[config.mk]
export PLATFORM = sky130hd
export DESIGN_NAME = uart_rate_cmd_ctrl_flat
export DESIGN_NICKNAME = d
export VERILOG_FILES = /design/src/rtl/rate_cmd_pkg.sv /design/src/rtl/uart_rate_cmd_ctrl_if.sv /design/src/rtl/cmd_timeout_cnt.sv /design/src/rtl/uart_rate_cmd_ctrl.sv /design/src/flat_wrapper.sv
export SDC_FILE = /design/constraint.sdc
export NUM_CORES = 1
export LEC_CHECK = 0
export CAP_MARGIN = 5
export CORE_MARGIN = 10
export CORE_UTILIZATION = 45
export CTS_CLUSTER_SIZE = 12
export DETAILED_ROUTE_END_ITERATION = 6
export PLACE_DENSITY = 0.67
export SLEW_MARGIN = 20
export SYNTH_ARGS = -nofsm -noshare
export SYNTH_HDL_FRONTEND = slang
export SYNTH_SLANG_ARGS = --single-unit
export TNS_END_PERCENT = 100
[constraint.sdc]
create_clock -name clk -period 6.2 [get_ports clk]
set_input_delay 0.62 -clock clk [delete_from_list [all_inputs] [get_ports clk]]
set_output_delay 0.62 -clock clk [all_outputs]
set_load 0.01 [all_outputs]
[src/rtl/rate_cmd_pkg.sv]
// Shared constants for the UART rate command controller: ASCII codes, rate codes
// and the 2-bit state encoding.
package rate_cmd_pkg;

  localparam logic [7:0] CH_M_UP = 8'h4D;
  localparam logic [7:0] CH_M_LO = 8'h6D;
  localparam logic [7:0] CH_F_UP = 8'h46;
  localparam logic [7:0] CH_F_LO = 8'h66;
  localparam logic [7:0] CH_1    = 8'h31;
  localparam logic [7:0] CH_5    = 8'h35;
  localparam logic [7:0] CH_A_UP = 8'h41;
  localparam logic [7:0] CH_A_LO = 8'h61;
  localparam logic [7:0] CH_K    = 8'h4B;
  localparam logic [7:0] CH_E    = 8'h45;

  localparam logic [1:0] RATE_1 = 2'b00;
  localparam logic [1:0] RATE_5 = 2'b01;
  localparam logic [1:0] RATE_A = 2'b10;

  localparam logic [1:0] ST_IDLE    = 2'd0;
  localparam logic [1:0] ST_GOT_M   = 2'd1;
  localparam logic [1:0] ST_GOT_SEL = 2'd2;
  localparam logic [1:0] ST_ACK     = 2'd3;

  function automatic logic is_m(input logic [7:0] b);
    return (b == CH_M_UP) || (b == CH_M_LO);
  endfunction

  function automatic logic is_f(input logic [7:0] b);
    return (b == CH_F_UP) || (b == CH_F_LO);
  endfunction

endpackage

[src/rtl/uart_rate_cmd_ctrl_if.sv]
// Bundle of UART RX/TX and rate-datapath signals around the command controller.
// RX: irx_data is meaningful only in the cycle irx_valid=1 (no back-pressure).
// TX: otx_start is a one-cycle pulse, issued only in a cycle where itx_busy=0.
interface uart_rate_cmd_ctrl_if;
  logic [7:0] irx_data;
  logic       irx_valid;
  logic       itx_busy;
  logic [7:0] otx_data;
  logic       otx_start;
  logic [1:0] orate_control;
  logic       oSTART;
  logic       ocmd_err;
  logic [1:0] odbg_state;

  modport master (
    output irx_data, irx_valid, itx_busy,
    input  otx_data, otx_start, orate_control, oSTART, ocmd_err, odbg_state
  );

  modport slave (
    input  irx_data, irx_valid, itx_busy,
    output otx_data, otx_start, orate_control, oSTART, ocmd_err, odbg_state
  );
endinterface

[src/rtl/cmd_timeout_cnt.sv]
// Inter-byte idle counter; oexpire flags the last allowed idle cycle of a frame.
module cmd_timeout_cnt #(
  parameter int TIMEOUT_CYC = 50_000_000,
  parameter int TO_W        = 26
) (
  input  logic clk,
  input  logic reset,
  input  logic en,
  input  logic clr,
  output logic oexpire
);

  localparam logic [TO_W-1:0] LAST = TO_W'(TIMEOUT_CYC - 1);

  logic [TO_W-1:0] cnt_q, cnt_d;

  always_comb begin
    cnt_d = cnt_q;
    if (clr)     cnt_d = '0;
    else if (en) cnt_d = cnt_q + TO_W'(1);
  end

  always_ff @(posedge clk or negedge reset) begin
    if (!reset) cnt_q <= '0;
    else        cnt_q <= cnt_d;
  end

  // Raised even when clr is set; the FSM gives a same-cycle byte priority.
  assign oexpire = en && (cnt_q == LAST);

endmodule

[src/rtl/uart_rate_cmd_ctrl.sv]
// Parses "M<sel>F" frames from the UART RX strobe, commits a 2-bit rate code and
// answers with 'K' or 'E' on the UART TX.
module uart_rate_cmd_ctrl
  import rate_cmd_pkg::*;
#(
  parameter int TIMEOUT_CYC = 50_000_000,
  parameter int TO_W        = 26
) (
  input  logic                 clk,
  input  logic                 reset,
  uart_rate_cmd_ctrl_if.slave  bus
);

  logic [1:0] state_q, state_d;
  logic [1:0] pending_q, pending_d;
  logic [1:0] rate_q, rate_d;
  logic [7:0] ack_q, ack_d;
  logic [7:0] tx_data_q, tx_data_d;
  logic       start_q, start_d;
  logic       err_q, err_d;
  logic       tx_start_q, tx_start_d;
  logic       in_frame, expire, nak;

  assign in_frame = (state_q == ST_GOT_M) || (state_q == ST_GOT_SEL);

  // Held clear outside a frame so every entry into GOT_M starts from zero.
  cmd_timeout_cnt #(
    .TIMEOUT_CYC (TIMEOUT_CYC),
    .TO_W        (TO_W)
  ) u_timeout (
    .clk     (clk),
    .reset   (reset),
    .en      (in_frame),
    .clr     (bus.irx_valid || !in_frame),
    .oexpire (expire)
  );

  always_comb begin
    state_d    = state_q;
    pending_d  = pending_q;
    rate_d     = rate_q;
    ack_d      = ack_q;
    tx_data_d  = tx_data_q;
    start_d    = 1'b0;
    err_d      = 1'b0;
    tx_start_d = 1'b0;
    nak        = 1'b0;
    case (state_q)
      ST_IDLE: begin
        if (bus.irx_valid && is_m(bus.irx_data)) state_d = ST_GOT_M;
      end
      ST_GOT_M: begin
        if (bus.irx_valid) begin
          if (bus.irx_data == CH_1) begin
            pending_d = RATE_1;
            state_d   = ST_GOT_SEL;
          end else if (bus.irx_data == CH_5) begin
            pending_d = RATE_5;
            state_d   = ST_GOT_SEL;
          end else if ((bus.irx_data == CH_A_UP) || (bus.irx_data == CH_A_LO)) begin
            pending_d = RATE_A;
            state_d   = ST_GOT_SEL;
          end else if (!is_m(bus.irx_data)) begin
            nak = 1'b1;
          end
        end else if (expire) begin
          state_d = ST_IDLE;
          err_d   = 1'b1;
        end
      end
      ST_GOT_SEL: begin
        if (bus.irx_valid) begin
          if (is_f(bus.irx_data)) begin
            rate_d  = pending_q;
            start_d = 1'b1;
            ack_d   = CH_K;
            state_d = ST_ACK;
          end else if (is_m(bus.irx_data)) begin
            state_d = ST_GOT_M;
          end else begin
            nak = 1'b1;
          end
        end else if (expire) begin
          state_d = ST_IDLE;
          err_d   = 1'b1;
        end
      end
      ST_ACK: begin
        // RX bytes are dropped here; only the TX handshake matters.
        if (!bus.itx_busy) begin
          tx_data_d  = ack_q;
          tx_start_d = 1'b1;
          state_d    = ST_IDLE;
        end
      end
      default: state_d = ST_IDLE;
    endcase
    if (nak) begin
      err_d   = 1'b1;
      ack_d   = CH_E;
      state_d = ST_ACK;
    end
  end

  always_ff @(posedge clk or negedge reset) begin
    if (!reset) begin
      state_q    <= ST_IDLE;
      pending_q  <= RATE_1;
      rate_q     <= RATE_1;
      ack_q      <= 8'h00;
      tx_data_q  <= 8'h00;
      start_q    <= 1'b0;
      err_q      <= 1'b0;
      tx_start_q <= 1'b0;
    end else begin
      state_q    <= state_d;
      pending_q  <= pending_d;
      rate_q     <= rate_d;
      ack_q      <= ack_d;
      tx_data_q  <= tx_data_d;
      start_q    <= start_d;
      err_q      <= err_d;
      tx_start_q <= tx_start_d;
    end
  end

  assign bus.otx_data      = tx_data_q;
  assign bus.otx_start     = tx_start_q;
  assign bus.orate_control = rate_q;
  assign bus.oSTART        = start_q;
  assign bus.ocmd_err      = err_q;
  assign bus.odbg_state    = state_q;

endmodule
[src/flat_wrapper.sv]
// flat-port wrapper written by rule: the top's interface ports become plain ports
module uart_rate_cmd_ctrl_flat import rate_cmd_pkg::*;
#(
  parameter int TIMEOUT_CYC = 50_000_000,
  parameter int TO_W        = 26
)
  (clk, reset, bus_irx_data, bus_irx_valid, bus_itx_busy, bus_otx_data, bus_otx_start, bus_orate_control, bus_oSTART, bus_ocmd_err, bus_odbg_state);
  uart_rate_cmd_ctrl_if bus_i ();
  input  logic clk;
  input  logic reset;
  input wire logic [$bits(bus_i.irx_data)-1:0] bus_irx_data;
  input wire logic [$bits(bus_i.irx_valid)-1:0] bus_irx_valid;
  input wire logic [$bits(bus_i.itx_busy)-1:0] bus_itx_busy;
  output wire logic [$bits(bus_i.otx_data)-1:0] bus_otx_data;
  output wire logic [$bits(bus_i.otx_start)-1:0] bus_otx_start;
  output wire logic [$bits(bus_i.orate_control)-1:0] bus_orate_control;
  output wire logic [$bits(bus_i.oSTART)-1:0] bus_oSTART;
  output wire logic [$bits(bus_i.ocmd_err)-1:0] bus_ocmd_err;
  output wire logic [$bits(bus_i.odbg_state)-1:0] bus_odbg_state;
  assign bus_i.irx_data = bus_irx_data;
  assign bus_i.irx_valid = bus_irx_valid;
  assign bus_i.itx_busy = bus_itx_busy;
  assign bus_otx_data = bus_i.otx_data;
  assign bus_otx_start = bus_i.otx_start;
  assign bus_orate_control = bus_i.orate_control;
  assign bus_oSTART = bus_i.oSTART;
  assign bus_ocmd_err = bus_i.ocmd_err;
  assign bus_odbg_state = bus_i.odbg_state;
  uart_rate_cmd_ctrl #(.TIMEOUT_CYC(TIMEOUT_CYC), .TO_W(TO_W)) u_core (.clk(clk), .reset(reset), .bus(bus_i));
endmodule
After elaboration in Yosys (flattened, before gate mapping)
Cells that the tools add are included.

cells by class
  muxes and demuxes = 37
  eq/ne operators = 16
  reduce and logical (&&, ||, !) cells = 20
  bitwise operators = 1
  $add $sub $neg = 1

operator list
  operator                                                                number
  26-bit two-way mux                                                      2
  8-bit by 7-bit equality test with 1-bit output (second input constant)  6
  8-bit two-way mux                                                       4
  26-bit by 1-bit adder with 26-bit output (second input constant)        1
  26-bit equality test (second input constant)                            1
  2-bit two-way mux                                                       13
  8-bit by 6-bit equality test with 1-bit output (second input constant)  2
  1-bit two-way mux                                                       16
  3-bit AND reduction                                                     3
  2-bit case mux with 4 select lines                                      1
  2-bit nonzero test                                                      4
  6-bit by 5-bit != test with 1-bit output (second input constant)        1
  1-bit logical OR                                                        5
  5-bit by 4-bit != test with 1-bit output (second input constant)        1
  2-bit equality test (second input constant)                             2
  4-bit AND reduction                                                     1
  3-bit by 1-bit != test with 1-bit output (second input constant)        1
  3-bit by 2-bit != test with 1-bit output (second input constant)        1
  3-bit nonzero test                                                      1
  2-bit by 1-bit equality test with 1-bit output (second input constant)  1
  1-bit logical AND                                                       2
  2-bit logical NOT                                                       1
  1-bit case mux with 2 select lines                                      1
  2-bit AND reduction                                                     1
  other kinds (3)                                                         3

storage, ports and cells
  register bits = 51
  output and inout bits = 15
  word-level logic and storage cells = 84

Logic depth before layout (Yosys ltp)
Gate-level depths: netlist of the first run.

  depth in word-level cells = 10
  depth in mapped cells = 8
  depth with buffers taken out = 7

Cells and area by module
A second synthesis of the first run with hierarchy kept.

second synthesis, totals
  cells, all modules = 230
  area, all modules = 2234.6 um2

by module, submodules not included
  module              cells an instance  seq. area each (um2)  area an instance (um2)  instances
  cmd_timeout_cnt     149                650.6                 1400.1                  1
  uart_rate_cmd_ctrl  81                 375.4                 834.6                   1

Least setup slack after synthesis of the first run
Ideal clock, no wire load.

  kind = input to register
  start = in bus_irx_data[0]
  end = reg u_core.rate_q[0] (netlist: u_core.bus.orate_control[0])
  data required time = 6075 ps
  slack = 4070 ps
  arrival time = 2006 ps
  stages = 3
  path through = or3b_2 > nor4_1 > mux2_2

on the way
  cells in the longest elaborated chain, start to end = 3

ends and longest elaborated chain
  element                                         line                       text
  from (decl)                                     flat_wrapper.sv:11         input wire logic [$bits(bus_i.irx_data)-1:0] bus_irx_data;
  8-bit by 7-bit equality test with 1-bit output  rate_cmd_pkg.sv:30         return (b == CH_F_UP) || (b == CH_F_LO);
  1-bit logical OR (*)                            rate_cmd_pkg.sv:30
  3-bit AND reduction (no line) (*)               --
  to (signal assigned)                            uart_rate_cmd_ctrl.sv:118  rate_q <= rate_d;
  to (decl)                                       uart_rate_cmd_ctrl.sv:16   logic [1:0] rate_q, rate_d;

Every way passes the cells marked *; elsewhere a longest branch is shown, timed or not.
A chain may end at the register's enable or synchronous reset.

Worst setup path in the final report of the first run
  start = in bus_irx_valid
  end = reg u_core.state_q[1] (netlist: u_core.bus.odbg_state[1])

on the way
  cells in the longest elaborated chain, start to end = 4

ends and longest elaborated chain
  element                                                                     line                                                text
  from (decl)                                                                 flat_wrapper.sv:12                                  input wire logic [$bits(bus_i.irx_valid)-1:0] bus_irx_valid;
  1-bit two-way mux (on tied branches)                                        uart_rate_cmd_ctrl.sv:72, uart_rate_cmd_ctrl.sv:53
  1-bit case mux with 2 select lines                                          uart_rate_cmd_ctrl.sv:48                            case (state_q)
  6-bit by 5-bit != test with 1-bit output (no line) (tied with other cells)  --
  4-bit AND reduction (no line)                                               --
  to (signal assigned)                                                        uart_rate_cmd_ctrl.sv:116                           state_q <= state_d;
  to (decl)                                                                   uart_rate_cmd_ctrl.sv:14                            logic [1:0] state_q, state_d;

Parallel ways exist; a longest one is shown, timed or not.

==> results of run 1 <==
[routing by layer]
| layer | vias up | part of all wire [%] | track usage, % |
|---|---|---|---|
| li1 | 812 | - | - |
| met2 | 23 | 46 | 19.6 |
| met5 | - | 0 | 0 |
| met1 | 790 | 48 | 15.4 |
| met3 | 5 | 3.5 | 3.56 |
| met4 | 0 | 2.0 | 5.20 |
[kinds of logic (layout without fill, tap and decap cells)]
family          after synthesis  count (layout)  synth area share (%)
flops                        41              41                  47.6
other cells                   1               3                 0.174
mux                           5               5                  2.61
xor+xnor                     20              20                  8.12
compound gates               29              29                  8.12
buf+inv                      22              42                  4.81
fa+ha+maj                     6               6                  3.48
simple gates                 99              99                  25.1
[where the power goes]
part / switching (mW) / leakage (nW) / internal [mW]
Combinational: 0.113 / 0.392 / 0.0835
Sequential: 0.0206 / 0.546 / 0.289
Clock: 0.0919 / 0.0681 / 0.160
[cell usage in the layout, fill, tap and decap left out, types with 2 or more instances in the layout]
master / synthesis / final
nand3_1: 13 / 13
inv_1: 11 / 11
nor4_1: 7 / 6
or3_1: 4 / 4
xnor2_1: 17 / 17
and3_1: 3 / 3
dfrtp_1: 41 / 41
nand4_2: 2 / 2
or4_1: 2 / 2
xor2_1: 3 / 3
mux2_2: 5 / 5
or4b_2: 2 / 2
nand2b_1: 2 / 2
nor3_1: 8 / 8
conb_1: 1 / 3
o21ai_0: 10 / 10
nor2_1: 26 / 26
o21a_1: 3 / 3
nand2_1: 15 / 15
o31ai_1: 4 / 4
clkbuf_8: 0 / 5
a21oi_1: 8 / 8
nand4_1: 2 / 2
bufinv_16: 0 / 2
ha_1: 6 / 6
clkdlybuf4s50_1: 0 / 22
[worst reg2reg max path, stage by stage (launching register included)]
cell	delay, ns
dfrtp_1	0.43
inv_1	0.14
ha_1	0.34
nand2b_1	0.52
nor4_1	0.64
a221o_1	0.23
o21ai_0	0.07
mux2_2	0.27
[sequential cells by signal, summed over array words and instances, names as in the netlist]
register,cells
u_core.bus.oSTART,1
u_core.bus.ocmd_err,1
u_core.bus.otx_start,1
u_core.bus.orate_control,2
u_core.pending_q,2
u_core.bus.odbg_state,2
u_core.bus.otx_data,3
u_core.u_timeout.cnt_q,26
u_core.ack_q,3
[layout make-up]
cell class / count / area, um2
clock inverter: 3 / 65.1
multi-input combinational: 162 / 1040
sequential: 41 / 1030
clock buffer: 5 / 68.8
timing repair buffer: 23 / 225
tap: 54 / 67.6
fill: 428 / 2160
inverter: 11 / 41.3
[metrics by stage]
step | total power, mW | util (%) | area (um2)
after floorplan | 0.438 | - | 2160
after global placement | 0.513 | 51.0 | 2390
after detailed placement | 0.514 | 51.0 | 2390
after CTS | 0.770 | 53.9 | 2530
after global routing | 0.812 | 54.0 | 2530
final | 0.759 | 54.0 | 2530
[path summary, 6_finish.rpt]
path                                               start                         end
worst max-delay path                       bus_irx_valid    u_core.bus.odbg_state[1]
worst min-delay path                               reset  u_core.u_timeout.cnt_q[21]
worst max register to register  u_core.bus.odbg_state[1]    u_core.bus.odbg_state[1]
worst min register to register           u_core.ack_q[0]             u_core.ack_q[0]
max in group asynchronous                          reset  u_core.u_timeout.cnt_q[12]
min in group clk                         u_core.ack_q[0]             u_core.ack_q[0]
==> run metrics, run 1 <==
status completed; DRC viols 0; CP max-delay cell nand2b_1; Setup Viol. Count Final 0; count of cell types in the netlist 44; CTS Root Cell clkbuf_8; Yosys top cell by area dfrtp_1; vias in the first global route 1768; CP endpoint kind flop; TritonCTS clock tree yes; register bit total from synthesis 41; Die Ht 89.2 um; CORE AREA 4690 um2; die area 7960 um2; DP Wirelength 3.13 mm; first-pass GRT wire length 7.85 mm; die width 89.2 um; largest net degree at the start of global routing 42; Hold WS 0.448 ns; fmax 0.355 GHz; antenna-violating nets left 0; leakage 1.01 nW; cts bufs inserted 5; setup repair bufs after CTS 0; final hold violations 0; Initial Util 46.0%; setup slack, reg-to-reg 3.46 ns; top-count cell post-synth dfrtp_1; CP startpoint kind input pin; worst path bufs/invs 1; RSZ-0062 raised after global routing false; share of synthesized registers carrying an async set or reset 100%; buffers added on ports 23; Final min period 2.81 ns; Worst Clk Skew 0.00408 ns; critical path depth 6; pwr dens 299 nW/um2; Crit Path Max Fanout 26; Commonest cells post-synth 41 x dfrtp_1, 26 x nor2_1, 17 x xnor2_1; GRT Overall Usage 12.4%; post-layout instance count excluding filler cells 299; critical path class input pin to flop; Req. time, crit path 6.38 ns; register area share after synthesis 47.6%; Least-Margin Pin Slew 0.990 ns; slowest stage delay, CP 0.66 ns; wire per inst 14.3 um; Iter 0 DRT Violations 81; synth top area cells dfrtp_1 48%, xnor2_1 6.9%, nor2_1 4.5%; synthesis warning total 0; initial antenna violation count 0; # H-tree levels 2; clk sinks 41; VDD IR max 187 uV; layout cells sized above 1 9.80%; Slew Limit Headroom 34.0%; critical path arrival 2.99 ns; setup ws final 3.39 ns; CP top delay family simple AND/OR/NAND/NOR gates; Post-synth EDFFs 0; Reg2Reg Depth 7; CTS Hold Bufs 0; Ant. Diodes 0; Vias 1630; GPL Wtd Cong 0.857; Total Nets Final 262; fin. max-slew vios 0; Synth top area share 47.6%; worst path cell trace clkdlybuf4s50_1 > nand2b_1 > nor4_1 > a221o_1 > o21ai_0 > mux2_2; Vias/cell 5.45; fin crit share 45.4%; drt pass-1 iters 4; IO Pins 27; max-cap violations 0; number of gates resized after CTS 0; top_reg_cell synth dfrtp_1; Placed Cells 291; Clock Latency Late Sink 0.29 ns; min-delay worst type input pin to asynchronous set/reset pin; Final TNS setup 0 ns; Setup WS pre-CTS 3.07 ns; Rows 25; Syn Inst Count 223; final WL 4.28 mm; Worst-path clk slew 0.08 ns; Netlist Area Pre-Place 2160 um2; GRT Residual Overflow 0; Clock Tree Buf Depth 2; area grow syn2layout 17.5%; Post-Syn Area per Cell 9.67 um2
Note: power is estimated with default switching activity, not from simulation.
==> inputs of run 2 (changes only) <==
==> constraint.sdc (replaced) <==
create_clock -name clk -period 2.59 [get_ports clk]
set_input_delay 0.259 -clock clk [delete_from_list [all_inputs] [get_ports clk]]
set_output_delay 0.259 -clock clk [all_outputs]
set_load 0.01 [all_outputs]
==> run 2 against run 1 <==
First-iteration DRC count is 21% lower. Combinational power grew 150%. Count of clock-buffer cells in the layout is 2 higher. Clock power is 110% higher. Critical path depth did not move. Clock skew hardly changed. Largest power group unchanged.
==> run metrics, run 2 (synthesis results as in run 1) <==
largest net degree at the start of global routing 42 (unchanged); DRC viols 0 (unchanged); CP endpoint kind flop; Post-Layout Inst Area 2550 um2 (+0.54%); sequential share of power 42.3% (+1.4 points); Placed Cells 296 (+1.7%); GRT Residual Overflow 0 (unchanged); most common cell after layout, fill and taps aside dfrtp_1; Fill cells 419 (-2.1%); Vias/cell 5.40 (-0.98%); Cell Int Power 1.22 mW (+130%); cts bufs inserted 5 (unchanged); Worst Clk Skew 0.00455 ns (+0.000472 ns); layout cells sized above 1 10.8% (+1.0 points); Top reg by flops u_core.u_timeout.cnt_q; wire per inst 14.5 um (+0.90%); CTS Hold Bufs 0 (unchanged); initial antenna violation count 0 (unchanged); Req. time, crit path 2.77 ns (-3.61 ns); Vias 1641 (+0.67%); die width 89.2 um (unchanged); IO Pins 27 (unchanged); min-delay worst type input pin to asynchronous set/reset pin; critical path class flop to flop; max-cap violations 0 (unchanged); setup slack, reg-to-reg 0.45 ns (-3.01 ns); GRT Overall Usage 12.3% (-0.080 points); critical path arrival 2.32 ns (-0.67 ns); RSZ-0062 raised after global routing false; Final TNS setup 0 ns (unchanged); area grow syn2layout 18.2%; die area 7960 um2 (unchanged); Clock Latency Late Sink 0.30 ns (about the same); sw frac 30.6% (+0.84 points); fmax 0.467 GHz; final WL 4.39 mm (+2.6%); vias in the first global route 1670 (-5.5%); Clock Tree Buf Depth 2 (unchanged); Area after DPL 2430 um2 (+1.6%); Rows 25 (unchanged); Final min period 2.14 ns; number of gates resized after CTS 0 (unchanged); DP Wirelength 3.23 mm (+3.1%); clk sinks 41 (unchanged); Die Ht 89.2 um (unchanged); status completed; # H-tree levels 2 (unchanged); clock group share of total power 30.0% (-3.2 points); CORE AREA 4690 um2 (unchanged); buffers added on ports 23 (unchanged); first-pass GRT wire length 7.76 mm (-1.1%); Iter 0 DRT Violations 64 (-21%); fin. max-slew vios 0 (unchanged); fin crit share 82.7%; VDD IR max 415 uV (+120%); NetSw 0.537 mW (+140%); CTS Root Cell clkbuf_8; commonest cells after routing, fill and taps aside 41 x dfrtp_1, 26 x nor2_1, 22 x clkdlybuf4s50_1; TritonCTS clock tree yes; post-layout instance count excluding filler cells 304 (+1.7%); antenna-violating nets left 0 (unchanged); Total Nets Final 267 (+1.9%); setup repair bufs after CTS 0 (unchanged); Ant. Diodes 0 (unchanged); Worst-path clk slew 0.08 ns (about the same); final hold violations 0 (unchanged); Crit Path Max Fanout 7 (-73%); combinational share of power 27.7% (+1.8 points); GPL Wtd Cong 0.853 (-0.41%); number of flip-flops in the largest register 26 (unchanged); CP startpoint kind flop; Setup Viol. Count Final 0 (unchanged); leakage 1.02 nW (+1.4%); drt pass-1 iters 4 (unchanged); Slew Limit Headroom 40.7% (+6.7 points); pwr dens 688 nW/um2 (+130%); Least-Margin Pin Slew 0.890 ns (-0.100 ns); Initial Util 46.0% (unchanged)
==> run 2: critical path: stages, from the launching register on <==
cell     delay [ns]
dfrtp_1        0.43
ha_1           0.27
nand2_1        0.09
or4_2          0.75
nor3_1         0.27
xnor2_1        0.15
nor2_1         0.06
==> run 2: cell type report <==
type	count	area [um2]	area share (%)
tap	54	67.6	2.65
timing repair buffer	28	263	10.3
multi-input combinational	162	1030	40.6
clock buffer	7	86.3	3.39
inverter	11	41.3	1.62
sequential	41	1030	40.3
clock inverter	1	30.0	1.18
==> run 2: metrics by stage <==
stage,hold WS [ns],utilization (%),worst slack [ns],power [mW]
after floorplan,-0.0366,-,0.557,1.05
after global placement,0.432,51.8,0.422,1.24
after detailed placement,0.433,51.8,0.428,1.24
after CTS,0.117,54.3,0.443,1.77
after global routing,0.154,54.3,0.276,1.87
final,0.0797,54.3,0.449,1.75
==> run 2: path summary, 6_finish.rpt <==
| path | start | cells past startpoint | endpoint |
|---|---|---|---|
| min in group clk | u_core.ack_q[0] | 1 | u_core.ack_q[0] |
| worst max register to register | u_core.u_timeout.cnt_q[0] | 6 | u_core.u_timeout.cnt_q[24] |
| max in group asynchronous | reset | 1 | u_core.u_timeout.cnt_q[2] |
| worst min register to register | u_core.ack_q[0] | 1 | u_core.ack_q[0] |
| worst max-delay path | u_core.u_timeout.cnt_q[0] | 6 | u_core.u_timeout.cnt_q[24] |
| worst min-delay path | reset | 1 | u_core.u_timeout.cnt_q[24] |
==> run 2: metal layers <==
| layer | part of all wire [%] | wire length [um] | global-route usage, % |
|---|---|---|---|
| met1 | 48 | 2100 | 15.6 |
| met2 | 46 | 2020 | 18.9 |
| met3 | 4.2 | 186 | 3.83 |
| met4 | 1.9 | 85 | 5.20 |
| met5 | 0 | 0 | 0 |
==> run 2: power groups by stage <==
stage | registers, mW | logic (mW) | clock network [mW]
2_1_floorplan | 0.760 | 0.289 | 0
3_3_place_gp | 0.752 | 0.485 | 0
3_5_place_dp | 0.752 | 0.487 | 0
4_1_cts | 0.740 | 0.490 | 0.542
5_1_grt | 0.750 | 0.550 | 0.575
6_report | 0.741 | 0.485 | 0.527
==> inputs of run 3 (changes only) <==
==> constraint.sdc (replaced) <==
create_clock -name clk -period 2.2 [get_ports clk]
set_input_delay 0.22 -clock clk [delete_from_list [all_inputs] [get_ports clk]]
set_output_delay 0.22 -clock clk [all_outputs]
set_load 0.01 [all_outputs]
==> run 3 against run 2 <==
Fmax is 1.2% higher. Utilization is 0.32 points higher. Hold slack worse by 0.026 ns. Register-to-register slack worse by 0.37 ns. Count of clock-buffer cells in the layout is 2 lower. Critical path depth stayed put. Cell count is 2.0% higher. Global-route usage is 0.33 points lower. First-iteration DRC count is 11% higher.
==> run metrics, run 3 (synthesis results as in run 1) <==
Hold WS 0.0533 ns (-0.0264 ns); Rows 25 (unchanged); GRT Residual Overflow 0 (unchanged); Worst-path clk slew 0.08 ns (about the same); setup repair bufs after CTS 0 (unchanged); DP Wirelength 3.21 mm (-0.68%); setup ws final 0.0833 ns (-0.365 ns); Clock Latency Late Sink 0.29 ns (about the same); CTS Hold Bufs 0 (unchanged); CTS Root Cell clkbuf_8; commonest cells after routing, fill and taps aside 41 x dfrtp_1, 26 x nor2_1, 22 x clkdlybuf4s50_1; Final min period 2.12 ns (-0.0246 ns); most common cell after layout, fill and taps aside dfrtp_1; CP max-delay cell or4b_2; Pwr Total 1.95 mW (+11%); Clock Tree Buf Depth 2 (unchanged); # H-tree levels 2 (unchanged); die width 89.2 um (unchanged); vias in the first global route 1706 (+2.2%); Ant. Diodes 0 (unchanged); DRC viols 0 (unchanged); CP top delay family simple AND/OR/NAND/NOR gates; die area 7960 um2 (unchanged); Worst Clk Skew 0.00690 ns (+0.00235 ns); CP startpoint kind flop; final WL 4.26 mm (-3.1%); fin crit share 96.2% (+14 points); fin. max-slew vios 0 (unchanged); Placed Cells 302 (+2.0%); Initial Util 46.0% (unchanged); setup slack, reg-to-reg 0.08 ns (-0.37 ns); fmax 0.472 GHz (+1.2%); Slew Limit Headroom 40.4% (-0.24 points); first-pass GRT wire length 7.64 mm (-1.6%); CORE AREA 4690 um2 (unchanged); Crit Path Max Fanout 4 (-3); Die Ht 89.2 um (unchanged); Area after DPL 2480 um2 (+1.9%); drt pass-1 iters 4 (unchanged); Setup WS pre-CTS 0.116 ns (-0.311 ns); layout cells sized above 1 13.3% (+2.5 points); worst path cell trace or4b_2 > nor4_1 > buf_4 > a221o_1 > o21ai_0 > mux2_2; IO Pins 27 (unchanged); largest net degree at the start of global routing 42 (unchanged); cts bufs inserted 5 (unchanged); Setup Viol. Count Final 0 (unchanged); TritonCTS clock tree yes; Total Nets Final 273 (+2.2%); max-cap violations 0 (unchanged); status completed; Top reg by flops u_core.u_timeout.cnt_q; Least-Margin Pin Slew 0.894 ns (+0.00353 ns); final hold violations 0 (unchanged); slowest stage delay, CP 0.67 ns (-0.08 ns); Req. time, crit path 2.38 ns (-0.39 ns); critical path arrival 2.29 ns (-0.03 ns); critical path class flop to flop; clk sinks 41 (unchanged); buffers added on ports 23 (unchanged); worst path bufs/invs 1 (+1); post-layout instance count excluding filler cells 310 (+2.0%); initial antenna violation count 0 (unchanged); Iter 0 DRT Violations 71 (+11%); number of gates resized after CTS 0 (unchanged); leakage 1.04 nW (+1.6%); pwr dens 760 nW/um2 (+11%); area grow syn2layout 18.9%; Vias 1647 (+0.37%); number of flip-flops in the largest register 26 (unchanged); RSZ-0062 raised after global routing false; Fill cells 440 (+5.0%); Vias/cell 5.31 (-1.6%); min-delay worst type input pin to asynchronous set/reset pin; Core Util, Final 54.6% (+0.32 points); GPL Wtd Cong 0.845 (-1.0%); antenna-violating nets left 0 (unchanged); wire per inst 13.7 um (-5.0%); Post-Layout Inst Area 2560 um2 (+0.59%); VDD IR max 504 uV (+21%); CP endpoint kind flop; Final TNS setup 0 ns (unchanged); GRT Overall Usage 12.0% (-0.33 points)
==> run 3: power breakdown <==
group	total, mW	switching [mW]	internal (mW)
registers	0.850	0.0348	0.816
logic	0.617	0.346	0.270
clock network	0.482	0.263	0.219
==> run 3: worst paths after layout <==
check | endpoint | cells past startpoint | startpoint
min reg2reg | u_core.ack_q[0] | 1 | u_core.ack_q[0]
min | u_core.u_timeout.cnt_q[21] | 1 | reset
max reg2reg | u_core.bus.odbg_state[1] | 6 | u_core.u_timeout.cnt_q[9]
max in group asynchronous | u_core.u_timeout.cnt_q[9] | 1 | reset
max | u_core.bus.odbg_state[1] | 6 | u_core.u_timeout.cnt_q[9]
min in group clk | u_core.ack_q[0] | 1 | u_core.ack_q[0]
==> run 3: metal layers <==
metal  wire, um  GRT usage (%)  up-vias
li1           -              -      834
met1       2070           15.2      783
met2       1940           18.7       23
met3        174           3.28        7
met4         72           4.91        0
met5          0              0        -
==> run 3: final cells by class <==
type / instances / area [um2] / area share (%)
well taps: 54 / 67.6 / 2.64
flip-flops and latches: 41 / 1030 / 40.0
multi-input cells: 162 / 1030 / 40.4
clock inverters: 3 / 17.5 / 0.683
repair buffers: 34 / 308 / 12.0
inverters: 11 / 41.3 / 1.61
clock buffers: 5 / 68.8 / 2.68
